`src/rtl/popcount_decoder_if.sv`:
```
// Request/response bundle for popcount_decoder: count request in, word and serial frame out.
interface popcount_decoder_if #(
    parameter int unsigned WIDTH = 7,
    parameter int unsigned CW    = 3
);
    logic             in_valid;
    logic             in_ready;
    logic [CW-1:0]    in_count;
    logic             in_mode;
    logic [WIDTH-1:0] word_out;
    logic             ser_out;
    logic             ser_valid;
    logic             ser_last;
    logic             done;
    logic             match;

    // Requester side: drives the count request, observes word and serial frame
    modport master (
        output in_valid,
        output in_count,
        output in_mode,
        input  in_ready,
        input  word_out,
        input  ser_out,
        input  ser_valid,
        input  ser_last,
        input  done,
        input  match
    );

    // Decoder side
    modport slave (
        input  in_valid,
        input  in_count,
        input  in_mode,
        output in_ready,
        output word_out,
        output ser_out,
        output ser_valid,
        output ser_last,
        output done,
        output match
    );
endinterface

```
`src/rtl/popcount_decoder.sv`:
```
// popcount_decoder: turns a ones count into a thermometer word, shifts it out
// LSB-first with framing strobes, and self-checks the serial ones count.
module popcount_decoder #(
    parameter int unsigned WIDTH = 7,
    parameter int unsigned CW    = 3
) (
    input  logic            clk,
    input  logic            rst,
    popcount_decoder_if.slave bus
);

    localparam logic [1:0] ST_IDLE  = 2'd0;
    localparam logic [1:0] ST_SHIFT = 2'd1;
    localparam logic [1:0] ST_DONE  = 2'd2;

    localparam int unsigned LAST_IDX = WIDTH - 1;

    logic [1:0]       state_q,     state_d;
    logic [WIDTH-1:0] shreg_q,     shreg_d;
    logic [WIDTH-1:0] word_q,      word_d;
    logic [CW-1:0]    idx_q,       idx_d;
    logic [CW-1:0]    ones_q,      ones_d;
    logic [CW-1:0]    count_q,     count_d;
    logic             in_ready_q,  in_ready_d;
    logic             ser_out_q,   ser_out_d;
    logic             ser_valid_q, ser_valid_d;
    logic             ser_last_q,  ser_last_d;
    logic             done_q,      done_d;
    logic             match_q,     match_d;

    logic             accept_c;
    logic [CW-1:0]    n_sat_c;
    logic [WIDTH-1:0] gen_word_c;
    logic [CW-1:0]    ones_inc_c;

    // Requested count clamped to the word width
    always_comb begin
        n_sat_c = bus.in_count;
        if (bus.in_count > CW'(WIDTH)) begin
            n_sat_c = CW'(WIDTH);
        end
    end

    // Thermometer word: n ones packed low (mode 0) or high (mode 1)
    always_comb begin
        gen_word_c = '0;
        for (int i = 0; i < int'(WIDTH); i++) begin
            if (bus.in_mode) begin
                gen_word_c[i] = (i >= (int'(WIDTH) - int'(n_sat_c)));
            end else begin
                gen_word_c[i] = (i < int'(n_sat_c));
            end
        end
    end

    assign accept_c   = bus.in_valid && in_ready_q;
    assign ones_inc_c = ones_q + CW'(shreg_q[0]);

    // Next-state and registered-output logic
    always_comb begin
        state_d     = state_q;
        shreg_d     = shreg_q;
        word_d      = word_q;
        idx_d       = idx_q;
        ones_d      = ones_q;
        count_d     = count_q;
        in_ready_d  = in_ready_q;
        ser_out_d   = 1'b0;
        ser_valid_d = 1'b0;
        ser_last_d  = 1'b0;
        done_d      = 1'b0;
        match_d     = match_q;

        case (state_q)
            ST_IDLE: begin
                in_ready_d = 1'b1;
                if (accept_c) begin
                    count_d     = n_sat_c;
                    word_d      = gen_word_c;
                    shreg_d     = gen_word_c;
                    idx_d       = '0;
                    ones_d      = '0;
                    match_d     = 1'b0;
                    in_ready_d  = 1'b0;
                    ser_valid_d = 1'b1;
                    ser_out_d   = gen_word_c[0];
                    ser_last_d  = (idx_d == CW'(LAST_IDX));
                    state_d     = ST_SHIFT;
                end
            end

            ST_SHIFT: begin
                ones_d  = ones_inc_c;
                shreg_d = shreg_q >> 1;
                idx_d   = idx_q + CW'(1);
                if (idx_q == CW'(LAST_IDX)) begin
                    done_d  = 1'b1;
                    match_d = (ones_inc_c == count_q);
                    state_d = ST_DONE;
                end else begin
                    ser_valid_d = 1'b1;
                    ser_out_d   = shreg_d[0];
                    ser_last_d  = (idx_d == CW'(LAST_IDX));
                end
            end

            ST_DONE: begin
                in_ready_d = 1'b1;
                state_d    = ST_IDLE;
            end

            default: begin
                in_ready_d = 1'b0;
                state_d    = ST_IDLE;
            end
        endcase
    end

    // State and output registers; reset drops any frame in flight
    always_ff @(posedge clk or posedge rst) begin
        if (rst) begin
            state_q     <= ST_IDLE;
            shreg_q     <= '0;
            word_q      <= '0;
            idx_q       <= '0;
            ones_q      <= '0;
            count_q     <= '0;
            in_ready_q  <= 1'b0;
            ser_out_q   <= 1'b0;
            ser_valid_q <= 1'b0;
            ser_last_q  <= 1'b0;
            done_q      <= 1'b0;
            match_q     <= 1'b0;
        end else begin
            state_q     <= state_d;
            shreg_q     <= shreg_d;
            word_q      <= word_d;
            idx_q       <= idx_d;
            ones_q      <= ones_d;
            count_q     <= count_d;
            in_ready_q  <= in_ready_d;
            ser_out_q   <= ser_out_d;
            ser_valid_q <= ser_valid_d;
            ser_last_q  <= ser_last_d;
            done_q      <= done_d;
            match_q     <= match_d;
        end
    end

    assign bus.in_ready  = in_ready_q;
    assign bus.word_out  = word_q;
    assign bus.ser_out   = ser_out_q;
    assign bus.ser_valid = ser_valid_q;
    assign bus.ser_last  = ser_last_q;
    assign bus.done      = done_q;
    assign bus.match     = match_q;

endmodule

```
`src/flat_wrapper.sv`:
```
// flat-port wrapper written by rule: the top's interface ports become plain ports
module popcount_decoder_flat 
#(
    parameter int unsigned WIDTH = 7,
    parameter int unsigned CW    = 3
)
  (clk, rst, bus_in_valid, bus_in_count, bus_in_mode, bus_in_ready, bus_word_out, bus_ser_out, bus_ser_valid, bus_ser_last, bus_done, bus_match);
  popcount_decoder_if #(.WIDTH(WIDTH), .CW(CW)) bus_i ();
  input  logic clk;
  input  logic rst;
  input wire logic [$bits(bus_i.in_valid)-1:0] bus_in_valid;
  input wire logic [$bits(bus_i.in_count)-1:0] bus_in_count;
  input wire logic [$bits(bus_i.in_mode)-1:0] bus_in_mode;
  output wire logic [$bits(bus_i.in_ready)-1:0] bus_in_ready;
  output wire logic [$bits(bus_i.word_out)-1:0] bus_word_out;
  output wire logic [$bits(bus_i.ser_out)-1:0] bus_ser_out;
  output wire logic [$bits(bus_i.ser_valid)-1:0] bus_ser_valid;
  output wire logic [$bits(bus_i.ser_last)-1:0] bus_ser_last;
  output wire logic [$bits(bus_i.done)-1:0] bus_done;
  output wire logic [$bits(bus_i.match)-1:0] bus_match;
  assign bus_i.in_valid = bus_in_valid;
  assign bus_i.in_count = bus_in_count;
  assign bus_i.in_mode = bus_in_mode;
  assign bus_in_ready = bus_i.in_ready;
  assign bus_word_out = bus_i.word_out;
  assign bus_ser_out = bus_i.ser_out;
  assign bus_ser_valid = bus_i.ser_valid;
  assign bus_ser_last = bus_i.ser_last;
  assign bus_done = bus_i.done;
  assign bus_match = bus_i.match;
  popcount_decoder #(.WIDTH(WIDTH), .CW(CW)) u_core (.clk(clk), .rst(rst), .bus(bus_i));
endmodule
```
`config.mk`:
```
export PLATFORM = sky130hd
export DESIGN_NAME = popcount_decoder_flat
export DESIGN_NICKNAME = d
export VERILOG_FILES = /design/src/rtl/popcount_decoder_if.sv /design/src/rtl/popcount_decoder.sv /design/src/flat_wrapper.sv
export SDC_FILE = /design/constraint.sdc
export NUM_CORES = 1
export LEC_CHECK = 0
export CAP_MARGIN = 20
export CORE_MARGIN = 3
export CORE_UTILIZATION = 30
export CTS_BUF_LIST = sky130_fd_sc_hd__clkbuf_2 sky130_fd_sc_hd__clkbuf_4 sky130_fd_sc_hd__clkbuf_8
export CTS_CLUSTER_SIZE = 10
export DETAILED_ROUTE_END_ITERATION = 8
export MAX_ROUTING_LAYER = met4
export PLACE_DENSITY = 0.54
export SLEW_MARGIN = 5
export SYNTH_ARGS = -nofsm -noshare
export SYNTH_HDL_FRONTEND = slang
export SYNTH_SLANG_ARGS = --single-unit
```
`constraint.sdc`:
```
create_clock -name clk -period 4.06 [get_ports clk]
set_input_delay 0.609 -clock clk [delete_from_list [all_inputs] [get_ports clk]]
set_output_delay 0.609 -clock clk [all_outputs]
set_load 0.05 [all_outputs]
```
== Word-level counts from Yosys, hierarchy flattened ==
Index checks and enable logic that the tools add are counted.

* Add/subtract/negate cells: 3
* Order comparisons: 15
* Equal/unequal tests: 7
* Mux-type cells: 31
* Reductions and logical operators: 7

{| class="wikitable"
|+ Operators by type and width
! operator !! number
|-
| $ge A4 B32 Y1 const A || 3
|-
| $ge A3 B32 Y1 const A || 2
|-
| $ge A1 B32 Y1 const A || 1
|-
| $ge A2 B32 Y1 const A || 1
|-
| $mux W1 || 18
|-
| $pmux W7 S2 || 1
|-
| $pmux W3 S2 || 2
|-
| $lt A3 B3 Y1 const A || 3
|-
| $mux W7 || 1
|-
| $eq A3 B3 Y1 const B || 2
|-
| $lt A1 B3 Y1 const A || 2
|-
| $lt A2 B3 Y1 const A || 2
|-
| $mux W3 || 2
|-
| $pmux W1 S2 || 3
|-
| $reduce_and A2 Y1 || 3
|-
| $mux W2 || 2
|-
| $ne A2 B1 Y1 const B || 2
|-
| $pmux W2 S2 || 1
|-
| $sub A3 B3 Y4 const A || 1
|-
| $add A3 B1 Y3 || 1
|-
| $add A3 B1 Y3 const B || 1
|-
| $eq A3 B3 Y1 || 1
|-
| $gt A3 B3 Y1 const B || 1
|-
| $pmux W1 S3 || 1
|-
| 6 further kinds || 6
|}

* Register bits: 31
* Input bits: 7

== Longest topological paths before layout ==
* Depth after elaboration: 7
* Gate-level depth with buffers: 5
* Depth with buffers taken out: 5

== Least setup slack after synthesis ==
No wires, ideal clock.

* Path type: flip-flop to flip-flop
* Start: register u_core.in_ready_q (netlist: u_core.bus.in_ready)
* End: register u_core.match_q (netlist: u_core.bus.match)
* Data arrival time: 1.320 ns
* Required time: 3.935 ns
* Path slack: 2.615 ns
* Stages on the path, launching flop included: 4
* Period minus slack after synthesis: 1.445 ns
* Cell sequence: dfrtp_1 -> nand4bb_4 -> o21ai_0 -> mux2_2

* Cells in the longest elaborated chain, start to end: 3

{| class="wikitable"
|+ RTL lines
! item !! RTL line !! text
|-
| start, declared || popcount_decoder.sv:24 || <nowiki>logic in_ready_q, in_ready_d;</nowiki>
|-
| start signal, assigned || popcount_decoder.sv:141 || <nowiki>in_ready_q <= in_ready_d;</nowiki>
|-
| $logic_and A1 B1 Y1 || popcount_decoder.sv:56 || <nowiki>assign accept_c = bus.in_valid && in_ready_q;</nowiki>
|-
| $ne A2 B1 Y1 (no line) || n/a ||
|-
| $reduce_and A3 Y1 (no line) || n/a ||
|-
| end signal, assigned || popcount_decoder.sv:146 || <nowiki>match_q <= match_d;</nowiki>
|-
| end, declared || popcount_decoder.sv:29 || <nowiki>logic match_q, match_d;</nowiki>
|}

Every way passes these cells.
A chain may end at the register's enable or synchronous reset.

== Final worst setup path ==
* Start: register u_core.in_ready_q (netlist: u_core.bus.in_ready)
* End: output bus_in_ready

{| class="wikitable"
|+ RTL lines
! item !! RTL line !! text
|-
| end, declared || flat_wrapper.sv:14 || <nowiki>output wire logic [$bits(bus_i.in_ready)-1:0] bus_in_ready;</nowiki>
|}

No word-level cell between the ends.

==> reports/summary.json <==
{
  "routed_via_density": {"value": 4.82},
  "cap_viol_max_count": {"value": 0},
  "clkSinkCount": {"value": 30},
  "grtUsageTotal": {"value": 11.9, "unit": "%"},
  "cp_num_buf_inv": {"value": 1},
  "final_layout_size_suffix_gt1_share": {"value": 7.74, "unit": "%"},
  "num_vias": {"value": 1123},
  "slew_worst_pin": {"value": 0.619, "unit": "ns"},
  "crit_family": {"value": "buffers and inverters"},
  "placed_cell_area": {"value": 1710, "unit": "sq um"},
  "antenna_cells": {"value": 0},
  "clkSlewWorstSetupHoldPaths": {"value": 0.06, "unit": "ns"},
  "placedCellCount": {"value": 225},
  "fin_nets": {"value": 179},
  "largest_fanout_on_the_critical_path": {"value": 6},
  "floorplan.initialDensity": {"value": 32.3, "unit": "%"},
  "die-area": {"value": 5750, "unit": "sq um"},
  "setup_total_negative_slack": {"value": 0, "unit": "ns"},
  "final.min_clock_period": {"value": 2.20, "unit": "ns"},
  "fmax": {"value": 455, "unit": "MHz"},
  "syn_nets": {"value": 160},
  "pre_cts_ws": {"value": 1.84, "unit": "ns"},
  "synthCells": {"value": 148},
  "sequential_to_total_area_share_from_yosys_stat": {"value": 51.3, "unit": "%"},
  "vias_in_the_first_global_route": {"value": 1066},
  "layout_common_cells": {"value": "sky130_fd_sc_hd__nand2_1, sky130_fd_sc_hd__dfrtp_1, sky130_fd_sc_hd__clkdlybuf4s50_1"},
  "netlist.top_cell.by_area": {"value": "sky130_fd_sc_hd__dfrtp_1"},
  "grt_use_met2": {"value": 18.9, "unit": "%"},
  "clockRootBuffer": {"value": "sky130_fd_sc_hd__clkbuf_8"},
  "cts_made_buffers": {"value": 5},
  "outcome": {"value": "complete, no violations"},
  "irDropWorstVdd": {"value": 0.000188, "unit": "V"},
  "grt_antenna_before_repair": {"value": 0},
  "die_width": {"value": 75.9, "unit": "microns"},
  "post_synth_instance_area": {"value": 1460, "unit": "sq um"},
  "cts_buffer_depth": {"value": 2},
  "busiest_layer": {"value": "met2"},
  "power.density_cell_area": {"value": 801, "unit": "nW/um^2"},
  "layout-area-overhead-vs-synth": {"value": 24.5, "unit": "%"},
  "clk-insertion-delay-late": {"value": 0.27, "unit": "ns"},
  "criticalPathCategory": {"value": "flip-flop to primary output"},
  "initialDrtViolationCount": {"value": 95},
  "yosys-top-cells-area": {"value": "sky130_fd_sc_hd__dfrtp_1, sky130_fd_sc_hd__nand2_1, sky130_fd_sc_hd__o21ai_0"},
  "layout.cells.most_common": {"value": "sky130_fd_sc_hd__nand2_1"},
  "setup-violations-final": {"value": 0},
  "critical-path-max-stage-delay": {"value": 0.85, "unit": "ns"},
  "groute.layer.met1.usage": {"value": 14.4, "unit": "%"},
  "ordered_list_of_cells_on_the_worst_path": {"value": "clkdlybuf4s50_1"},
  "buffers_on_ports": {"value": 19},
  "htree_num_levels": {"value": 2},
  "layout_worst_path_cycle_share": {"value": 54.1, "unit": "%"},
  "hold_start": {"value": "u_core.bus.word_out[6]"},
  "hold_path_class": {"value": "flip-flop to flip-flop"},
  "first_pass_grt_wire_length": {"value": 4970, "unit": "microns"},
  "worst_path_max_delay_cell": {"value": "sky130_fd_sc_hd__clkdlybuf4s50_1"},
  "num-fill-cells": {"value": 461},
  "instances_no_fill": {"value": 233},
  "pin_count_of_the_biggest_net_entering_global_routing": {"value": 24},
  "maxSlewViolCount": {"value": 0},
  "reg2reg_from": {"value": "u_core.state_q[1]"},
  "grt_overflow": {"value": 0},
  "grt_setup_unrepaired": {"value": "false"},
  "fp-row-count": {"value": 24},
  "fp.dieH": {"value": 75.9, "unit": "microns"},
  "leakage_power": {"value": 0.000854, "unit": "uW"},
  "post_cts_resized": {"value": 0},
  "pin_count": {"value": 20},
  "number_of_warning_messages_in_the_yosys_log": {"value": 0},
  "drt_pre_antenna_iters": {"value": 4},
  "post-synth-top-area-fraction": {"value": 51.3, "unit": "%"},
  "final_hold_viol_count": {"value": 0},
  "yosys_register_bits": {"value": 30},
  "endpoint_kind": {"value": "primary output"},
  "clock_tree_from_tritoncts": {"value": "yes"},
  "cts_hold_buf": {"value": 0},
  "crit_path_start_kind": {"value": "flip-flop"},
  "hpwl_reported_at_the_end_of_detailed_placement": {"value": 2150, "unit": "microns"},
  "place_congestion": {"value": 0.750},
  "drc_errors": {"value": 0},
  "arrival": {"value": 1.59, "unit": "ns"},
  "finalInstanceArea": {"value": 1820, "unit": "sq um"},
  "wl_per_cell": {"value": 12.8, "unit": "microns"},
  "slew_headroom": {"value": 58.7, "unit": "%"},
  "ant_nets": {"value": 0},
  "critical_path.startpoint": {"value": "u_core.bus.in_ready"},
  "worst_clock_skew": {"value": 0.00383, "unit": "ns"},
  "grt.met3_usage": {"value": 3.17, "unit": "%"},
  "cts_setup_buffers": {"value": 0},
  "synth_area_per_cell": {"value": 9.89, "unit": "sq um"},
  "design.core.area": {"value": 4530, "unit": "sq um"},
  "critical_path_required": {"value": 3.45, "unit": "ns"},
  "layout.core_utilization": {"value": 40.2, "unit": "%"},
  "ys_types": {"value": 34},
  "wl": {"value": 2990, "unit": "microns"},
  "fin_ws": {"value": 1.86, "unit": "ns"}
}
==> Yosys cell counts (all sizes together) <==
master	number
a221o	2
nor4	1
nand3	6
o31ai	2
and2b	1
buf	7
mux2	1
nand2	34
a221oi	1
nor3b	2
a21o	1
nand4bb	1
xor2	2
maj3	1
inv	6
o21ai	18
and4bb	1
ha	5
xor3	1
nand3b	1
dfrtp	30
a211oi	1
nand2b	3
and3b	1
clkbuf	1
o21bai	1
nor2b	2
nor2	5
a21oi	7
o211ai	1
mux2i	1
a211o	1
==> path summary, 6_finish.rpt <==
| check | slack, ns | endpoint | depth (start not counted) |
|---|---|---|---|
| min in group asynchronous | 0.63 | u_core.bus.match | 2 |
| setup reg to reg | 2.37 | u_core.bus.match | 3 |
| setup / recovery | 1.86 | bus_in_ready | 1 |
| hold / removal | 0.48 | u_core.bus.word_out[6] | 2 |
| hold reg to reg | 0.48 | u_core.bus.word_out[6] | 2 |
| max in group asynchronous | 2.99 | u_core.bus.word_out[0] | 3 |
==> routing by layer <==
metal | part of all wire [%] | up-vias | wire length (microns)
li1 | - | 545 | -
met1 | 46 | 552 | 1380
met2 | 49 | 22 | 1470
met3 | 3.2 | 4 | 95
met4 | 1.7 | 0 | 50
met5 | 0 | - | 0
==> report_power, final <==
part / switching [uW] / internal (uW) / total (uW)
logic: 409 / 253 / 662
registers: 97.3 / 424 / 521
clock network: 106 / 171 / 277
==> kinds of logic after synthesis <==
kind of cell             share of synthesized area [%]
AO/OA/AOI/OAI                                     14.5
XOR/XNOR                                          2.82
adder cells (fa/ha/maj)                           4.96
buffers and inverters                             4.96
flip-flops                                        51.3
multiplexers                                      1.45
AND/OR/NAND/NOR                                   20.0
==> layout make-up <==
type | instances | area (sq um) | share of cell area (%)
sequential | 30 | 751 | 41.2
multi-input combinational | 104 | 641 | 35.1
timing repair buffer | 20 | 218 | 11.9
clock buffer | 8 | 110 | 6.04
tap | 65 | 81.3 | 4.46
inverter | 6 | 22.5 | 1.24
==> per-stage QoR <==
stage / hold slack, ns / total power [uW]
5_1_grt: 0.503 / 1560
6_report: 0.484 / 1460
3_3_place_gp: 0.462 / 1180
3_5_place_dp: 0.471 / 1190
2_1_floorplan: 0.454 / 1010
4_1_cts: 0.486 / 1480
==> sequential cells by signal, summed over array words and instances, names as in the netlist, 2 cells and up <==
signal               cells
u_core.count_q           3
u_core.idx_q             3
u_core.ones_q            3
u_core.state_q           2
u_core.bus.word_out      6
u_core.shreg_q           7
No activity file was read; power rests on OpenSTA's default activity.
